File: config.mk
export PLATFORM = sky130hd
export DESIGN_NAME = bus_mem_slave
export DESIGN_NICKNAME = d
export VERILOG_FILES = /design/src/rtl/bus_mem_slave.sv
export SDC_FILE = /design/constraint.sdc
export NUM_CORES = 2
export LEC_CHECK = 0
export ABC_AREA = 0
export CORE_UTILIZATION = 40
export DETAILED_ROUTE_END_ITERATION = 8
export PLACE_DENSITY = 0.59
export REMOVE_ABC_BUFFERS = 1
export SLEW_MARGIN = 20
export SYNTH_ARGS = -nofsm -noshare
export SYNTH_HDL_FRONTEND = slang
export SYNTH_SLANG_ARGS = --single-unit
File: constraint.sdc
create_clock -name clk -period 9.2 [get_ports clk]
set_input_delay 1.84 -clock clk [delete_from_list [all_inputs] [get_ports clk]]
set_output_delay 1.84 -clock clk [all_outputs]
set_load 0.05 [all_outputs]
File: src/rtl/bus_mem_slave.sv
// Single-master bus slave: request/grant handshake, optional wait states, word memory with read/write/atomic increment.
// Define BUS_MEM_SLAVE_PARITY_EN to build one even-parity bit per word and report parity errors on err.
module bus_mem_slave #(
   parameter int DATA_W   = 8,
   parameter int ADDR_W   = 8,
   parameter int DEPTH    = 256,
   parameter int WAIT_CYC = 0
) (
   input  logic              clk,
   input  logic              rst,
   input  logic              req,
   output logic              gnt,
   input  logic              start,
   input  logic [1:0]        mode,
   input  logic [ADDR_W-1:0] addr,
   input  logic [DATA_W-1:0] wdata,
   output logic [DATA_W-1:0] rdata,
   output logic              rdy,
   output logic              err
);

   localparam int         IDX_W   = (DEPTH > 1) ? $clog2(DEPTH) : 1;
   localparam logic [3:0] WAIT_LD = (WAIT_CYC > 0) ? 4'(WAIT_CYC - 1) : 4'd0;

   localparam logic [2:0] S_IDLE   = 3'd0;
   localparam logic [2:0] S_GRANT  = 3'd1;
   localparam logic [2:0] S_WAIT   = 3'd2;
   localparam logic [2:0] S_ACCESS = 3'd3;
   localparam logic [2:0] S_DONE   = 3'd4;

   localparam logic [1:0] M_NOP  = 2'b00;
   localparam logic [1:0] M_RD   = 2'b01;
   localparam logic [1:0] M_WR   = 2'b10;
   localparam logic [1:0] M_INC  = 2'b11;

   logic [2:0]        state_q, state_d;
   logic              gnt_q, gnt_d;
   logic              rdy_q, rdy_d;
   logic              err_q, err_d;
   logic              err_pend_q, err_pend_d;
   logic [DATA_W-1:0] rdata_q, rdata_d;
   logic [3:0]        wcnt_q, wcnt_d;
   logic [1:0]        mode_q, mode_d;
   logic [ADDR_W-1:0] addr_q, addr_d;
   logic [DATA_W-1:0] wdata_q, wdata_d;

   logic [DATA_W-1:0] mem [DEPTH];
   logic [DATA_W-1:0] mem_rd_q;
   logic [IDX_W-1:0]  rd_idx;
   logic [IDX_W-1:0]  wr_idx;
   logic              wr_en;
   logic [DATA_W-1:0] wr_data;
   logic              in_range;
   logic              perr;

   // The read port follows the live address in GRANT so the word is ready when ACCESS follows start directly.
   assign rd_idx   = (state_q == S_GRANT) ? addr[IDX_W-1:0] : addr_q[IDX_W-1:0];
   assign wr_idx   = addr_q[IDX_W-1:0];
   assign in_range = (32'(addr_q) < DEPTH);

`ifdef BUS_MEM_SLAVE_PARITY_EN
   logic par_mem [DEPTH];
   logic par_rd_q;

   always_ff @(posedge clk) begin
      par_rd_q <= par_mem[rd_idx];
      if (wr_en) begin
         par_mem[wr_idx] <= ^wr_data;
      end
   end

   assign perr = par_rd_q ^ (^mem_rd_q);
`else
   assign perr = 1'b0;
`endif

   always_ff @(posedge clk) begin
      mem_rd_q <= mem[rd_idx];
      if (wr_en) begin
         mem[wr_idx] <= wr_data;
      end
   end

   always_comb begin
      state_d    = state_q;
      wcnt_d     = wcnt_q;
      mode_d     = mode_q;
      addr_d     = addr_q;
      wdata_d    = wdata_q;
      rdata_d    = rdata_q;
      err_pend_d = err_pend_q;
      wr_en      = 1'b0;
      wr_data    = wdata_q;
      case (state_q)
         S_IDLE: begin
            if (req) state_d = S_GRANT;
         end
         S_GRANT: begin
            if (start) begin
               mode_d     = mode;
               addr_d     = addr;
               wdata_d    = wdata;
               err_pend_d = 1'b0;
               wcnt_d     = WAIT_LD;
               if (mode == M_NOP)      state_d = S_DONE;
               else if (WAIT_CYC > 0)  state_d = S_WAIT;
               else                    state_d = S_ACCESS;
            end else if (!req) begin
               state_d = S_IDLE;
            end
         end
         S_WAIT: begin
            if (wcnt_q == 4'd0) state_d = S_ACCESS;
            else                wcnt_d  = wcnt_q - 4'd1;
         end
         S_ACCESS: begin
            state_d = S_DONE;
            if (!in_range) begin
               rdata_d    = '0;
               err_pend_d = 1'b1;
            end else begin
               case (mode_q)
                  M_RD: begin
                     rdata_d    = mem_rd_q;
                     err_pend_d = perr;
                  end
                  M_WR: begin
                     wr_en      = 1'b1;
                     err_pend_d = 1'b0;
                  end
                  M_INC: begin
                     // A corrupted word is still returned but never written back incremented.
                     rdata_d    = mem_rd_q;
                     wr_data    = mem_rd_q + 1'b1;
                     wr_en      = !perr;
                     err_pend_d = perr;
                  end
                  default: err_pend_d = 1'b0;
               endcase
            end
         end
         S_DONE: begin
            state_d = req ? S_GRANT : S_IDLE;
         end
         default: state_d = S_IDLE;
      endcase
      if (rst) wr_en = 1'b0;
   end

   assign gnt_d = (state_d != S_IDLE);
   assign rdy_d = (state_q == S_DONE);
   assign err_d = (state_q == S_DONE) && err_pend_q;

   always_ff @(posedge clk) begin
      if (rst) begin
         state_q    <= S_IDLE;
         gnt_q      <= 1'b0;
         rdy_q      <= 1'b0;
         err_q      <= 1'b0;
         err_pend_q <= 1'b0;
         rdata_q    <= '0;
         wcnt_q     <= 4'd0;
         mode_q     <= M_NOP;
         addr_q     <= '0;
         wdata_q    <= '0;
      end else begin
         state_q    <= state_d;
         gnt_q      <= gnt_d;
         rdy_q      <= rdy_d;
         err_q      <= err_d;
         err_pend_q <= err_pend_d;
         rdata_q    <= rdata_d;
         wcnt_q     <= wcnt_d;
         mode_q     <= mode_d;
         addr_q     <= addr_d;
         wdata_q    <= wdata_d;
      end
   end

   assign gnt   = gnt_q;
   assign rdy   = rdy_q;
   assign err   = err_q;
   assign rdata = rdata_q;

endmodule
==> flow_metrics.py <==
metrics = {
    "status": {
        "status": "finished, final reports clean",
    },
    "pwr": {
        "sw_frac_of_total_pct": 24.3,
        "p_per_area_nw_per_um2": 221,
        "pwr-share-clk_pct": 40.7,
        "power_frac_seq_pct": 51.5,
        "power.net_switching_w": 0.00497,
        "p_comb_share_pct": 7.8,
        "power_leakage_nw": 31.9,
        "internal_power_w": 0.0154,
        "ir_worst_vdd_mv": 0.239,
    },
    "timing": {
        "hold_violations": 0,
        "drv_slew": 0,
        "relSlewSlack_pct": 14.6,
        "hold-worst-slack_ps": 458,
        "worstMarginPinSlew_ps": 1280,
        "finalCriticalPeriod_ps": 5930,
        "fin_skew_ps": 55.7,
        "finalCritPeriodShare_pct": 64.5,
        "setup_ws_ps": 3270,
        "setup_viol": 0,
        "rsz0062_at_grt": "no",
        "fmax_ghz": 0.169,
    },
    "clock_tree": {
        "cts_resized": 0,
        "clkTransAtPathRegs_ps": 60,
        "cts_hold_buf": 0,
        "cts_max_level": 4,
        "cts_setup_buffers": 0,
        "clock_latency_ps": 880,
        "cts_tree": "built",
        "cts_made_buffers": 210,
        "root_buffer": "clkbuf_16",
        "clock_path_buffers": 3,
        "clock-sinks": 2091,
    },
    "worst_setup_path": {
        "cp_slowest_cell": "nor2_4",
        "reg2reg_depth": 12,
        "startpoint_type": "input pin",
        "max_stage_delay_ps": 790,
        "r2r_slack_ps": 3370,
        "crit_path_max_fanout": 25,
        "path_class": "input pin to flop",
        "arrival_ps": 6650,
        "endpoint_kind": "flop",
        "path_cells": "clkdlybuf4s50_1 > mux2_2 > nor2_4 > buf_4 > buf_4 > a32o_1 > a221oi_1 > o221ai_1 > nand4_1 > nor4_1 > nand4_1",
        "reg2reg_to": "mem_rd_q[1]",
        "cp.required_ps": 9920,
        "r2r_start": "state_q[0]",
    },
    "drt": {
        "vias_per_cell": 5.82,
        "drt-initial-drc-count": 6576,
        "firstDrtPassIters": 6,
        "drc": 0,
        "ant_nets": 0,
        "post_drt_wl_per_cell_um": 28.2,
        "routed_wl_mm": 254,
        "vias": 52400,
    },
    "global_routing": {
        "grt-busiest-layer": "met2",
        "met2_usage_pct": 36.4,
        "antenna_found_initial": 16,
        "grt_overflow": 0,
        "use_met1_pct": 33.3,
        "grt_usage_pct": 23.9,
        "grt_use_met3_pct": 4.43,
        "grt_pass1_vias": 49100,
        "grt_pass1_wl_mm": 362,
        "grt_max_degree": 191,
    },
    "synthesis": {
        "synth_edf_count": 2048,
        "synth_top_family_by_area": "simple AND/OR/NAND/NOR gates",
        "synthCells": 6155,
        "yosysMostFrequentCell": "edfxtp_1",
        "ys_types": 72,
        "async_reset_ff_share_pct": 0,
        "yosysSeqAreaShare_pct": 75.5,
        "synth_area_leaders": "edfxtp_1 74%, nand2_1 7.9%, nand3_1 3.5%",
        "synth_compound_area_share_pct": 4.41,
        "synth_flop_cell": "edfxtp_1",
        "yosys-top-cells-count": "2,048 x edfxtp_1, 1,738 x nand2_1, 584 x nand3_1",
        "yosysWarnings": 0,
        "synth_area_um2": 82600,
        "synth_top_area_share_pct": 74.4,
        "ys_seq_elements": 2091,
        "synthSimpleGateAreaFrac_pct": 15.0,
        "yosysTopAreaCell": "edfxtp_1",
        "synth.avg_cell_area_um2": 13.4,
        "synthXorXnorAreaFrac_pct": 0.0848,
        "synth_mux_area_share_pct": 2.58,
        "synth_fa_ha_area_share_pct": 0.0454,
    },
    "floorplan": {
        "rows": 166,
        "coreArea_um2": 205000,
        "die_h_um": 457,
        "boundaryPins": 33,
        "die_w_um": 457,
        "dieArea_um2": 208000,
        "initial_core_util_pct": 40.3,
    },
    "layout": {
        "n_fill_cell": 18100,
        "syn_to_final_growth_pct": 11.8,
        "final_nets": 6156,
        "drive_gt1_share_pct": 7.48,
    },
    "min_path": {
        "hold_depth": 2,
        "holdCritStartpoint": "rdata[0]",
        "min_to": "rdata[0]",
        "hp-class": "flop to flop",
    },
    "place": {
        "place.port_buffers": 31,
        "place_congestion": 0.899,
        "dp_hpwl_mm": 153,
        "pre_cts_ws_ps": 2430,
    },
    "run": {
        "maxCapViolations": 0,
    },
}
[metal layers]
metal / share of wire (%) / wire length [um]
met3: 9.1 / 23100
met4: 4.8 / 12100
met5: 0.017 / 44
met2: 46 / 116000
met1: 41 / 103000
[cell type report]
type / instances / area (um^2) / share of cell area, %
inverters: 3 / 11.3 / 0.0122
repair buffers: 153 / 1440 / 1.56
well taps: 2688 / 3360 / 3.64
clock inverters: 109 / 997 / 1.08
clock buffers: 271 / 5570 / 6.03
diodes: 9 / 22.5 / 0.0244
flip-flops and latches: 2091 / 62400 / 67.5
multi-input cells: 3672 / 18600 / 20.2
[cell usage in the layout (no fill, tap or decap), types with 31 or more instances in the layout]
cell type	count
a21oi_1	79
a31oi_1	203
a32oi_1	74
and3_1	34
buf_4	103
clkbuf_1	55
clkbuf_16	212
clkinv_1	48
clkinv_2	31
dfxtp_1	43
edfxtp_1	2048
mux2i_1	172
nand2_1	1733
nand3_1	578
nand4_1	160
nor2_1	310
o21ai_0	38
o22ai_1	44
[critical path: cells and delay by family]
kind	cells	cell delay [ps]
buffers and inverters	3	1520
and+or+nand+nor	4	1690
muxes	1	650
AOI/OAI and AO/OA	3	910
[cell families (layout without fill, tap and decap cells)]
kind of cell,count (synthesis),after routing
XOR/XNOR,8,8
other,1,10
adder cells (fa/ha/maj),3,3
buffers and inverters,392,536
flip-flops,2091,2091
AND/OR/NAND/NOR,2924,2924
multiplexers,195,195
AO/OA/AOI/OAI,541,541
[power by group through the flow]
stage	clock [W]	combinational [W]	sequential, W
after floorplan	0	0.00106	0.0107
after global placement	0	0.00154	0.0107
after detailed placement	0	0.00155	0.0107
after CTS	0.00837	0.00156	0.0105
after global routing	0.00871	0.00166	0.0105
final	0.00831	0.00159	0.0105
[state kept, by name (all words and copies together) (netlist names)]
register and count:
rdy 1, mem_rd_q 8, state_q 3, rdata 8, wcnt_q 4, mem 2048
addr_q 8, gnt 1, mode_q 2, wdata_q 8
[through the flow]
step                util, %  power [W]  cell area [um^2]  std cells  TNS (ps)
global placement       41.8     0.0123             85700       8607         0
detailed placement     41.8     0.0123             85800       8607         0
CTS                    45.0     0.0204             92300       8987         0
floorplan                 -     0.0118             80700       5766  -1233420
global route           45.1     0.0209             92400       8994         0
finish                 45.1     0.0204             92400       8996         0
[how the worst max path moves through the flow]
stage / startpoint / to / slack [ps]
after floorplan: addr[1] / mem_rd_q[4] / -19260
final: addr[2] / mem_rd_q[1] / 3270
after detailed placement: addr[2] / mem_rd_q[1] / 2430
after CTS: addr[2] / mem_rd_q[1] / 3350
after global placement: addr[2] / mem_rd_q[5] / 2370
after global routing: addr[1] / mem_rd_q[4] / 3250
No activity file was read; power rests on OpenSTA's default activity.
